`config.mk`:
```
export PLATFORM = sky130hd
export DESIGN_NAME = pong_nios_oci_dct_sequencer
export DESIGN_NICKNAME = d
export VERILOG_FILES = /design/src/rtl/pong_nios_oci_dct_pkg.sv /design/src/rtl/pong_nios_oci_dct_packer.sv /design/src/rtl/pong_nios_oci_dct_sequencer.sv
export SDC_FILE = /design/constraint.sdc
export NUM_CORES = 1
export LEC_CHECK = 0
export BUFFER_PORTS_ARGS = -buffer_cell sky130_fd_sc_hd__clkbuf_2
export CORE_MARGIN = 1
export CORE_UTILIZATION = 49
export DETAILED_ROUTE_END_ITERATION = 10
export GPL_ROUTABILITY_DRIVEN = 0
export GPL_TIMING_DRIVEN = 0
export PLACE_DENSITY = 0.82
export SLEW_MARGIN = 20
export SYNTH_ARGS = -nofsm -noshare
export SYNTH_HDL_FRONTEND = slang
export SYNTH_SLANG_ARGS = --single-unit
```
`constraint.sdc`:
```
create_clock -name clk -period 1.7 [get_ports clk]
set_input_delay 0.255 -clock clk [delete_from_list [all_inputs] [get_ports clk]]
set_output_delay 0.255 -clock clk [all_outputs]
set_load 0.02 [all_outputs]
```
`src/rtl/pong_nios_oci_dct_pkg.sv`:
```
// Shared definitions for the Nios OCI DCT trace sequencer: state encoding and
// buffer geometry.
package pong_nios_oci_dct_pkg;

    localparam int DCT_CODE_W = 2;
    localparam int DCT_DEPTH  = 15;
    localparam int DCT_BUF_W  = DCT_CODE_W * DCT_DEPTH;

    typedef enum logic [1:0] {
        DCT_FILL   = 2'd0,
        DCT_EMIT   = 2'd1,
        DCT_ENDING = 2'd2,
        DCT_ENDED  = 2'd3
    } dct_state_e;

endpackage

```
`src/rtl/pong_nios_oci_dct_packer.sv`:
```
// Packs trace codes LSB-first into the DCT buffer and tracks how many slots
// are occupied.
module pong_nios_oci_dct_packer
    import pong_nios_oci_dct_pkg::*;
#(
    parameter int CODE_W  = DCT_CODE_W,
    parameter int DEPTH   = DCT_DEPTH,
    parameter int COUNT_W = 4
) (
    input  logic                      clk,
    input  logic                      reset,
    input  logic                      push,
    input  logic                      clear,
    input  logic [CODE_W-1:0]         code,
    output logic [CODE_W*DEPTH-1:0]   buffer,
    output logic [COUNT_W-1:0]        count,
    output logic                      full
);

    logic [CODE_W*DEPTH-1:0] buffer_q, buffer_d;
    logic [COUNT_W-1:0]      count_q, count_d;
    logic                    has_room;

    assign has_room = (count_q < COUNT_W'(DEPTH));

    always_comb begin
        buffer_d = buffer_q;
        count_d  = count_q;
        if (clear) begin
            buffer_d = '0;
            count_d  = '0;
        end else if (push && has_room) begin
            for (int i = 0; i < DEPTH; i++) begin
                if (count_q == COUNT_W'(i)) begin
                    buffer_d[i*CODE_W +: CODE_W] = code;
                end
            end
            count_d = count_q + 1'b1;
        end
    end

    always_ff @(posedge clk or posedge reset) begin
        if (reset) begin
            buffer_q <= '0;
            count_q  <= '0;
        end else begin
            buffer_q <= buffer_d;
            count_q  <= count_d;
        end
    end

    // High when the push happening this cycle lands in the last free slot.
    assign full   = push && !clear && (count_q == COUNT_W'(DEPTH - 1));
    assign buffer = buffer_q;
    assign count  = count_q;

endmodule

```
`src/rtl/pong_nios_oci_dct_sequencer.sv`:
```
// DCT sequencer top: fills frames of trace codes, hands them downstream over
// valid/ready, and runs the end-of-test drain.
module pong_nios_oci_dct_sequencer
    import pong_nios_oci_dct_pkg::*;
#(
    parameter int CODE_W  = DCT_CODE_W,
    parameter int DEPTH   = DCT_DEPTH,
    parameter int COUNT_W = 4
) (
    input  logic                     clk,
    input  logic                     reset,
    input  logic                     code_valid,
    input  logic [CODE_W-1:0]        code_data,
    output logic                     code_ready,
    input  logic                     flush,
    input  logic                     end_req,
    output logic                     frame_valid,
    output logic [CODE_W*DEPTH-1:0]  frame_data,
    output logic [COUNT_W-1:0]       frame_count,
    input  logic                     frame_ready,
    output logic [CODE_W*DEPTH-1:0]  dct_buffer,
    output logic [COUNT_W-1:0]       dct_count,
    output logic                     test_ending,
    output logic                     test_has_ended
);

    dct_state_e state_q, state_d;
    logic       end_pending_q, end_pending_d;
    logic       test_has_ended_q;
    logic       push, clear, full, has_codes;

    logic [CODE_W*DEPTH-1:0] buffer;
    logic [COUNT_W-1:0]      count;

    pong_nios_oci_dct_packer #(
        .CODE_W  (CODE_W),
        .DEPTH   (DEPTH),
        .COUNT_W (COUNT_W)
    ) u_packer (
        .clk    (clk),
        .reset  (reset),
        .push   (push),
        .clear  (clear),
        .code   (code_data),
        .buffer (buffer),
        .count  (count),
        .full   (full)
    );

    // A code accepted together with flush/end_req belongs to the emitted frame.
    assign has_codes = code_valid || (count != '0);

    always_comb begin
        state_d       = state_q;
        end_pending_d = end_pending_q;
        push          = 1'b0;
        clear         = 1'b0;
        case (state_q)
            DCT_FILL: begin
                push = code_valid;
                if (end_req) begin
                    end_pending_d = 1'b1;
                end
                if (full) begin
                    state_d = DCT_EMIT;
                end else if ((flush || end_req) && has_codes) begin
                    state_d = DCT_EMIT;
                end else if (end_req) begin
                    state_d = DCT_ENDING;
                end
            end
            DCT_EMIT: begin
                if (end_req) begin
                    end_pending_d = 1'b1;
                end
                if (frame_ready) begin
                    clear   = 1'b1;
                    state_d = (end_pending_q || end_req) ? DCT_ENDING : DCT_FILL;
                end
            end
            DCT_ENDING: begin
                state_d = DCT_ENDED;
            end
            DCT_ENDED: begin
                state_d = DCT_ENDED;
            end
            default: begin
                state_d = DCT_FILL;
            end
        endcase
    end

    always_ff @(posedge clk or posedge reset) begin
        if (reset) begin
            state_q          <= DCT_FILL;
            end_pending_q    <= 1'b0;
            test_has_ended_q <= 1'b0;
        end else begin
            state_q          <= state_d;
            end_pending_q    <= end_pending_d;
            test_has_ended_q <= test_has_ended_q || (state_d == DCT_ENDED);
        end
    end

    // The frame is the buffer itself; it cannot change while EMIT holds off pushes.
    assign code_ready     = (state_q == DCT_FILL);
    assign frame_valid    = (state_q == DCT_EMIT);
    assign frame_data     = buffer;
    assign frame_count    = count;
    assign dct_buffer     = buffer;
    assign dct_count      = count;
    assign test_ending    = end_pending_q;
    assign test_has_ended = test_has_ended_q;

endmodule

```
==> impl_metrics.yaml, run 1 <==
layout:
  drive_gt1_share_pct: 47.3
  diodes: 0
  utilization_pct: 67.1
  area_growth_pct: 28.8
  fillers: 327
  fin_nets: 308
sta:
  slew_headroom_pct: 68.2
  worst_pin_slew_ns: 0.477
  slew_violations: 0
  period_minus_slack_ns: 1.61
  setup_viol: 0
  holdWs_ns: 0.221
  finalCritPeriodShare_pct: 94.6
  hold_viol_final: 0
  worst_slack_ns: 0.0912
  finalClockSkew_ns: 0.00777
  fmax_mhz: 622
global_route:
  grt_pass1_vias: 1581
  grt_usage_pct: 22.3
  grt_antenna_before_repair: 0
  grt_first_pass_wirelength_mm: 7.51
  grt_max_degree: 21
  grt.overflow.total: 0
drt:
  ant_nets: 0
  wl_per_cell_um: 13.1
  vias: 1736
  drtIter0Drc: 49
  drtPass1Iterations: 4
  drc: 0
  drt-total-wl_mm: 4.55
  vias_per_cell: 5.02
synth:
  ys_seq_area_share_pct: 45.0
  yosys.area.top_type: "dfrtp_1"
  ys_warn_count: 0
  syn_avg_cell_area_sq_um: 10.1
  synth_area_leaders: "dfrtp_1, mux2i_1, buf_4"
  syn_nets: 221
  ys_ff_latch: 38
  syn_area_sq_um: 2110
  synthDistinctLibCells: 32
  synth_top_area_share_pct: 45.0
  synthCells: 209
cts:
  h-tree-depth: 2
  cts_tree: "yes"
  cts_buffer_depth: 2
  clock-root-buffer: "clkbuf_8"
  clkLatencyLatePin_ns: 0.29
  cts.clk_slew.worst_paths_ns: 0.07
  cts_made_buffers: 5
  clock_sinks: 38
floorplanning:
  dieArea_sq_um: 4580
  rows: 23
  start_util_pct: 52.1
  core_region_area_sq_um: 4060
  die_y_um: 67.7
  die_w_um: 67.7
  io_pins: 80
flow_run:
  max_cap_viol_count: 0
worst_setup_path:
  criticalPathCategory: "reg2reg"
  worstSetupEndpointType: "flip-flop"
  crit_start: "state_q[0]"
  timing.rr.start: "state_q[0]"
  worstSetupStartpointType: "flip-flop"
  critPathArrivalTime_ns: 1.81
  rr_endpoint: "u_packer.buffer[15]"
  rrSetupSlack_ns: 0.09
  r2r_cells: 6
  critPathMaxFanout: 10
  crit_required_ns: 1.90
min_path:
  min_path_type: "in2reg"
  worstHoldPathCells: 2
  worstHoldEndpoint: "test_ending"
  hold_start: "end_req"
outcome:
  status: "finished, final reports clean"
power_and_ir_drop:
  power_density_nw_per_um2: 606
  ir_drop_mv: 0.460
  p_leak_nw: 1.56
placement:
  io_buffers: 79
  pre_cts_ws_ns: 0.0504
  place_hpwl_mm: 3.42
[how the worst max path moves through the flow]
stage	depth (start not counted)	to
6_report	6	u_packer.buffer[15]
5_1_grt	6	u_packer.buffer[18]
4_1_cts	5	u_packer.buffer[28]
3_5_place_dp	5	u_packer.buffer[18]
3_3_place_gp	2	u_packer.count[1]
2_1_floorplan	5	u_packer.buffer[20]
[worst max-delay path, cell delays in order, from the launching register on]
cell and delay (ns):
dfrtp_1 0.37, buf_2 0.19, nand3b_1 0.11, buf_4 0.17, clkbuf_1 0.40, nand2_1 0.10, mux2i_1 0.19
[layout by cell type (no fill, tap or decap), drive strengths merged, types with 3 or more instances in the layout]
master	Yosys	routed
inv	5	5
buf	40	42
dfrtp	38	38
clkbuf	6	89
ha	4	4
nor2b	3	3
nand2	38	38
mux2i	31	31
nand3	9	9
nor2	5	5
nand4b	4	4
[flip-flops by register name (all words and copies together) (netlist names)]
register and count:
state_q 2, test_ending 1, test_has_ended 1, u_packer.buffer 30, u_packer.count 4
[report_power, final]
group	switching, mW	internal, mW
clock	0.300	0.281
sequential	0.0110	0.915
combinational	0.0866	0.0566
[cell usage after synthesis]
| master | instances |
|---|---|
| o21ai_0 | 2 |
| and2_1 | 1 |
| ha_1 | 4 |
| a31oi_1 | 1 |
| nor4bb_1 | 2 |
| nand3_1 | 9 |
| nand3b_1 | 2 |
| nor4b_2 | 2 |
| nor2b_1 | 3 |
| a21o_1 | 2 |
| buf_2 | 6 |
| o211ai_1 | 1 |
| nand2_1 | 38 |
| nor3b_1 | 1 |
| nor2_1 | 4 |
| and3_1 | 2 |
| a21oi_1 | 2 |
| a41o_1 | 1 |
| nor2_2 | 1 |
| clkbuf_1 | 6 |
| dfrtp_1 | 38 |
| mux2i_1 | 31 |
| o32ai_1 | 1 |
| nor3_4 | 1 |
| nand4_1 | 1 |
| or2_2 | 1 |
| nor3_2 | 1 |
| nand4b_1 | 4 |
| inv_1 | 5 |
| buf_4 | 34 |
| nand2b_1 | 1 |
| or3b_1 | 1 |
[cells by family (layout without fill, tap and decap cells)]
kind of cell	count (synthesis)	in the layout	share of synthesized area, %
and+or+nand+nor	75	75	19.3
buffers and inverters	51	138	15.5
DFF	38	38	45.0
muxes	31	31	14.7
AOI/OAI and AO/OA	10	10	3.20
adders and majority gates	4	4	2.37
[metal layers]
layer | vias to the layer above | GRT usage, % | routed length, um
li1 | 842 | - | -
met1 | 836 | 28.8 | 2020
met2 | 50 | 37.3 | 2270
met3 | 8 | 4.56 | 199
met5 | - | 0 | 0
met4 | 0 | 6.38 | 61
[stage by stage]
step	std cells	total power, mW	instance area, sq um	TNS (ns)
after detailed placement	339	1.08	2600	0
final	346	1.65	2720	0
after global placement	338	1.07	2570	0
after floorplan	209	1.03	2110	0
after global routing	346	1.72	2720	-0.0908
after CTS	347	1.66	2690	0
[final cells by class]
| type | count | area (sq um) | share of cell area, % |
|---|---|---|---|
| Inverter | 5 | 18.8 | 0.690 |
| Multi-Input combinational cell | 120 | 867 | 31.9 |
| Clock inverter | 1 | 7.51 | 0.276 |
| Buffer | 44 | 302 | 11.1 |
| Sequential cell | 38 | 951 | 34.9 |
| Timing Repair Buffer | 82 | 440 | 16.2 |
| Clock buffer | 6 | 72.6 | 2.67 |
| Tap cell | 50 | 62.6 | 2.30 |
[timing repair]
| action | in CTS | in global routing |
|---|---|---|
| gates resized for setup | 0 | 8 |
| setup endpoints to repair | 0 | 30 |
| buffers inserted | 0 | 1 |
| hold endpoints to repair | 18 | 0 |
| hold buffers | 1 | 0 |
(Power assumes the default switching activity.)
==> run 2, diff against run 1 <==
- ABC_AREA: unset -> 1
- CORE_MARGIN: 1 -> unset
- PLACE_DENSITY: 0.82 -> 0.81
==> run 2 against run 1 <==
  * Worst hold slack improved by 0.0083 ns
  * Wire length rose by 4.9%
  * Largest power group unchanged
  * Largest cell class unchanged
  * Count of clock-buffer cells in the layout rose by 1
  * Utilization fell by 0.69 points
  * Synthesized cell count rose by 28%
  * Worst setup slack improved by 0.0069 ns
  * Flip-flop and latch count did not move
  * First-iteration DRC count rose by 130%
  * Power rose by 9.5%
==> impl_metrics.yaml, run 2 <==
outcome:
  status: "finished, final reports clean"
synth:
  synth_common_cells: "nand2_1, nand3_1, dfrtp_1"
  async_flop_share_pct: 100
  ys_ff_latch: 38
  synthFlopType: "dfrtp_1"
  syn_area_sq_um: 2160
  syn_nets: 280
  synth_area_leaders: "dfrtp_1, nand2_1, buf_4"
  yosys.area.top_type: "dfrtp_1"
  synthDistinctLibCells: 22
  ys_seq_area_share_pct: 44.0
  synth_edf_count: 0
  yosysMostFrequentCell: "nand2_1"
  synth_top_area_share_pct: 44.0
  synthCells: 268
  ys_warn_count: 0
  syn_avg_cell_area_sq_um: 8.06
drt:
  ant_nets: 0
  drtPass1Iterations: 4
  wl_per_cell_um: 11.7
  drc: 0
  vias: 1970
  vias_per_cell: 4.85
  drtIter0Drc: 114
  drt-total-wl_mm: 4.77
sta:
  hold_viol_final: 0
  slew_violations: 0
  slew_headroom_pct: 75.6
  grt_setup_unrepaired: "no"
  worst_pin_slew_ns: 0.365
  fmax_mhz: 624
  setup_viol: 0
  period_minus_slack_ns: 1.60
  setup_tns_ns: 0
  finalCritPeriodShare_pct: 94.2
  finalClockSkew_ns: 0.00661
worst_setup_path:
  crit_family: "flip-flops"
  crit_required_ns: 1.88
  path_cells: "ha_1 -> inv_1 -> nor2_4 -> nor2_8 -> buf_6 -> nand2_2 -> nand3_1 -> nand2_1"
  criticalPathCategory: "reg2reg"
  critical_path.max_stage_delay_ns: 0.47
  worstSetupEndpointType: "flip-flop"
  crit_buf_inv: 2
  critPathMaxFanout: 10
  critPathSlowestCell: "dfrtp_1"
  critPathArrivalTime_ns: 1.79
  worstSetupStartpointType: "flip-flop"
floorplanning:
  dieArea_sq_um: 4680
  start_util_pct: 52.5
  rows: 23
  die_w_um: 68.4
  die_y_um: 68.4
  io_pins: 80
  core_region_area_sq_um: 4120
placement:
  dp.cells: 398
  io_buffers: 79
  placed_area_sq_um: 2650
  place_hpwl_mm: 3.61
cts:
  cts.clk_slew.worst_paths_ns: 0.07
  postCtsSetupRepairBufs: 0
  cts_made_buffers: 5
  clkLatencyLatePin_ns: 0.29
  clock_sinks: 38
  h-tree-depth: 2
  clock-root-buffer: "clkbuf_8"
  cts_resized: 0
  cts_buffer_depth: 2
  cts_tree: "yes"
layout:
  largest_register_ffs: 30
  fin_nets: 368
  fillers: 354
  layout_common_cells: "clkbuf_2, nand2_1, nand3_1, dfrtp_1, buf_4"
  utilization_pct: 66.4
  final_area_sq_um: 2730
  final_common_cell: "clkbuf_2"
  fin_cells: 406
  drive_gt1_share_pct: 39.6
  diodes: 0
  area_growth_pct: 26.5
global_route:
  grt_antenna_before_repair: 0
  grt_max_degree: 25
  grt_pass1_vias: 1666
  grt_first_pass_wirelength_mm: 7.61
  grt.overflow.total: 0
  grt_usage_pct: 22.1
power_and_ir_drop:
  p_leak_nw: 1.68
  ir_drop_mv: 0.347
  power_density_nw_per_um2: 661
min_path:
  min_path_type: "in2reg"
flow_run:
  max_cap_viol_count: 0
==> run 2: changes by cell type after synthesis, moves of 4 or more <==
cell | previous run | this run
nand2_2 | 0 | 4
o21ai_1 | 0 | 4
nand4b_1 | 4 | 0
nor2_1 | 4 | 16
mux2i_1 | 31 | 0
buf_6 | 0 | 5
inv_1 | 5 | 20
nand2_1 | 38 | 78
nand3_1 | 9 | 45
clkbuf_1 | 6 | 0
buf_2 | 6 | 2
==> run 2: stage by stage <==
stage          total power [mW]  hold WS [ns]  setup WS, ns
3_3_place_gp               1.22         0.452        0.0987
3_5_place_dp               1.23         0.233         0.124
2_1_floorplan              1.14         0.400         0.194
4_1_cts                    1.82         0.229         0.108
6_report                   1.81         0.229        0.0981
5_1_grt                    1.89         0.258        0.0265
==> run 2: final timing paths <==
check,start,endpoint,slack [ns],depth (start not counted)
min in group asynchronous,reset,u_packer.buffer[21],0.46,3
hold reg to reg,test_has_ended,test_has_ended,0.47,1
hold / removal,end_req,test_ending,0.23,3
setup / recovery,u_packer.count[0],u_packer.buffer[27],0.1,8
max in group asynchronous,reset,u_packer.buffer[8],0.80,4
setup reg to reg,u_packer.count[0],u_packer.buffer[27],0.1,8
==> run 2: final cells by class <==
type / instances / area, sq um / share of cell area, %
Buffer: 41 / 322 / 11.8
Tap cell: 50 / 62.6 / 2.29
Sequential cell: 38 / 951 / 34.8
Inverter: 22 / 82.6 / 3.02
Timing Repair Buffer: 81 / 433 / 15.8
Multi-Input combinational cell: 167 / 805 / 29.5
Clock buffer: 7 / 76.3 / 2.79
==> run 2: metal layers <==
layer  GRT usage, %  vias to the layer above  part of all wire, %
li1               -                      989                    -
met1           27.8                      903                   45
met2           36.5                       72                   47
met3           6.00                        6                  6.4
met4           7.03                        0                  1.2
met5              0                        -                    0
==> run 2: kinds of logic after synthesis <==
kind of cell	count (synthesis)	synth area share, %
AO/OA/AOI/OAI	9	2.26
adder cells (fa/ha/maj)	4	2.32
buffers and inverters	63	18.7
flip-flops	38	44.0
AND/OR/NAND/NOR	154	32.7
==> run 2: worst reg2reg max path, cell delays in order (launching register included) <==
cell and delay (ns):
dfrtp_1 0.47, ha_1 0.27, inv_1 0.16, nor2_4 0.08, nor2_8 0.17, buf_6 0.17
nand2_2 0.06, nand3_1 0.07, nand2_1 0.05
==> run 2: repair_timing <==
action                                 in CTS  in global routing
hold buffers                                1                  0
setup endpoints to repair                   0                  0
endpoints found under the hold margin      14                  0
==> run 2: report_power, final <==
| part | switching, mW | internal (mW) | total, mW |
|---|---|---|---|
| clock network | 0.305 | 0.282 | 0.588 |
| registers | 0.0313 | 0.920 | 0.951 |
| logic | 0.177 | 0.0904 | 0.267 |
==> run 3, diff against run 2 <==
- CAP_MARGIN: unset -> 40
- REMOVE_ABC_BUFFERS: unset -> 1
==> run 3 against run 2 <==
  * Global-route usage is 0.58 points lower
  * Via count fell by 6.9%
  * Count of clock-buffer cells in the layout stayed put
  * Maximum frequency up 4.3%
  * Cell area shrank 11%
  * Die area stayed put
  * Highest routed layer unchanged
==> impl_metrics.yaml, run 3 (synthesis gave the netlist of run 2 again) <==
cts:
  cts_tree: "yes"
  h-tree-depth: 2
  cts_buffer_depth: 2
  cts_made_buffers: 5
  clock_sinks: 38
  clock-root-buffer: "clkbuf_8"
  clkLatencyLatePin_ns: 0.29
  cts.clk_slew.worst_paths_ns: 0.07
power_and_ir_drop:
  p_int_mw: 1.27
  p_leak_nw: 1.48
  pwr-share-comb_pct: 13.2
  finalPower_mw: 1.77
  p_sw_share_pct: 28.5
  power_switching_mw: 0.504
  power_density_nw_per_um2: 727
  seq_power_share_pct: 53.7
  ir_drop_mv: 0.391
  clkPwrFrac_pct: 33.1
placement:
  dp.cells: 357
  place_hpwl_mm: 3.21
  pre_cts_ws_ns: -0.00347
  io_buffers: 79
worst_setup_path:
  critical_path.max_stage_delay_ns: 0.45
  critPathSlowestCell: "dfrtp_1"
  worstSetupEndpointType: "flip-flop"
  critPathMaxFanout: 12
  worstSetupStartpointType: "flip-flop"
  criticalPathCategory: "reg2reg"
  critPathArrivalTime_ns: 1.72
  path_cells: "ha_1 -> inv_2 -> nor2_4 -> nor2_8 -> buf_4 -> nand2_2 -> nand3_1 -> nand2_1"
  crit_required_ns: 1.88
sta:
  setup_viol: 0
  period_minus_slack_ns: 1.54
  finalCritPeriodShare_pct: 90.4
  slew_headroom_pct: 77.1
  worst_pin_slew_ns: 0.343
  fmax_mhz: 651
  grt_setup_unrepaired: "no"
  finalClockSkew_ns: 0.00431
  hold_viol_final: 0
  worst_slack_ns: 0.164
  slew_violations: 0
drt:
  drtIter0Drc: 133
  ant_nets: 0
  drc: 0
  drt-total-wl_mm: 4.49
  vias: 1835
  vias_per_cell: 4.97
  drtPass1Iterations: 4
  wl_per_cell_um: 12.2
floorplanning:
  rows: 23
  io_pins: 80
  die_y_um: 68.4
  die_w_um: 68.4
  core_region_area_sq_um: 4120
  start_util_pct: 52.5
  dieArea_sq_um: 4680
global_route:
  grt_max_degree: 35
  grt_first_pass_wirelength_mm: 7.21
  grt_pass1_vias: 1619
  grt_antenna_before_repair: 0
  grt.overflow.total: 0
  grt_usage_pct: 21.5
layout:
  area_growth_pct: 12.8
  drive_gt1_share_pct: 32.9
  final_common_cell: "clkbuf_2"
  utilization_pct: 59.2
  diodes: 0
  largest_register_ffs: 30
  fin_cells: 369
  fin_nets: 331
  layout_common_cells: "clkbuf_2, nand2_1, nand3_1, dfrtp_1, inv_1"
min_path:
  min_path_type: "in2reg"
flow_run:
  max_cap_viol_count: 0
outcome:
  status: "finished, final reports clean"
[run 3: changes by cell type in the layout (fill, tap and decap cells not counted)]
cell,previous run,this run
buf_6,5,0
buf_16,1,0
nor2_4,2,3
buf_4,34,3
buf_12,0,1
buf_2,2,0
inv_2,3,4
inv_1,19,18
[run 3: power by group through the flow]
stage,Clock [mW],Sequential [mW],Combinational (mW)
4_1_cts,0.607,0.950,0.237
3_3_place_gp,0,0.967,0.223
5_1_grt,0.634,0.953,0.265
2_1_floorplan,0,1.00,0.109
3_5_place_dp,0,0.967,0.234
6_report,0.586,0.950,0.235
[run 3: worst paths after layout]
path,from,end,slack [ns],depth (start not counted)
max,u_packer.count[0],u_packer.buffer[24],0.16,8
min,end_req,test_ending,0.23,3
max reg2reg,u_packer.count[0],u_packer.buffer[24],0.16,8
min reg2reg,test_has_ended,test_has_ended,0.48,1
max in group asynchronous,reset,u_packer.buffer[6],0.86,4
min in group asynchronous,reset,test_has_ended,0.42,3
[run 3: metal layers]
layer	up-vias	global-route usage [%]	wire [um]
met5	-	0	0
met4	0	7.81	53
met3	5	6.50	269
met2	67	35.5	2180
met1	851	26.3	1990
li1	912	-	-
[run 3: final cells by class]
class	instances	area (sq um)
repair buffers	84	448
inverters	22	82.6
clock buffers	7	76.3
flip-flops and latches	38	951
multi-input cells	168	816
fillers	396	1680
well taps	50	62.6
[run 3: worst max-delay path: cells and delay by family, from the launching register on]
| kind | cells | cell delay [ns] |
|---|---|---|
| simple gates | 5 | 0.45 |
| fa+ha+maj | 1 | 0.27 |
| flops | 1 | 0.45 |
| buf+inv | 2 | 0.25 |
[run 3: timing repair]
item                       in CTS  in global routing
hold buffers                    1                  0
gates resized for setup         0                  1
setup endpoints to repair       4                 12
cloned                          0                  1
pin swaps                       1                  1
hold endpoints to repair       10                  0
setup buffers                   0                  3
[run 3: per-stage QoR]
step           hold slack, ns  setup TNS, ns  instance area [sq um]
3_5_place_dp            0.184       -0.00347                   2320
4_1_cts                 0.228              0                   2400
5_1_grt                 0.236              0                   2440
6_report                0.233              0                   2440
3_3_place_gp            0.453              0                   2300
2_1_floorplan           0.400              0                   1840
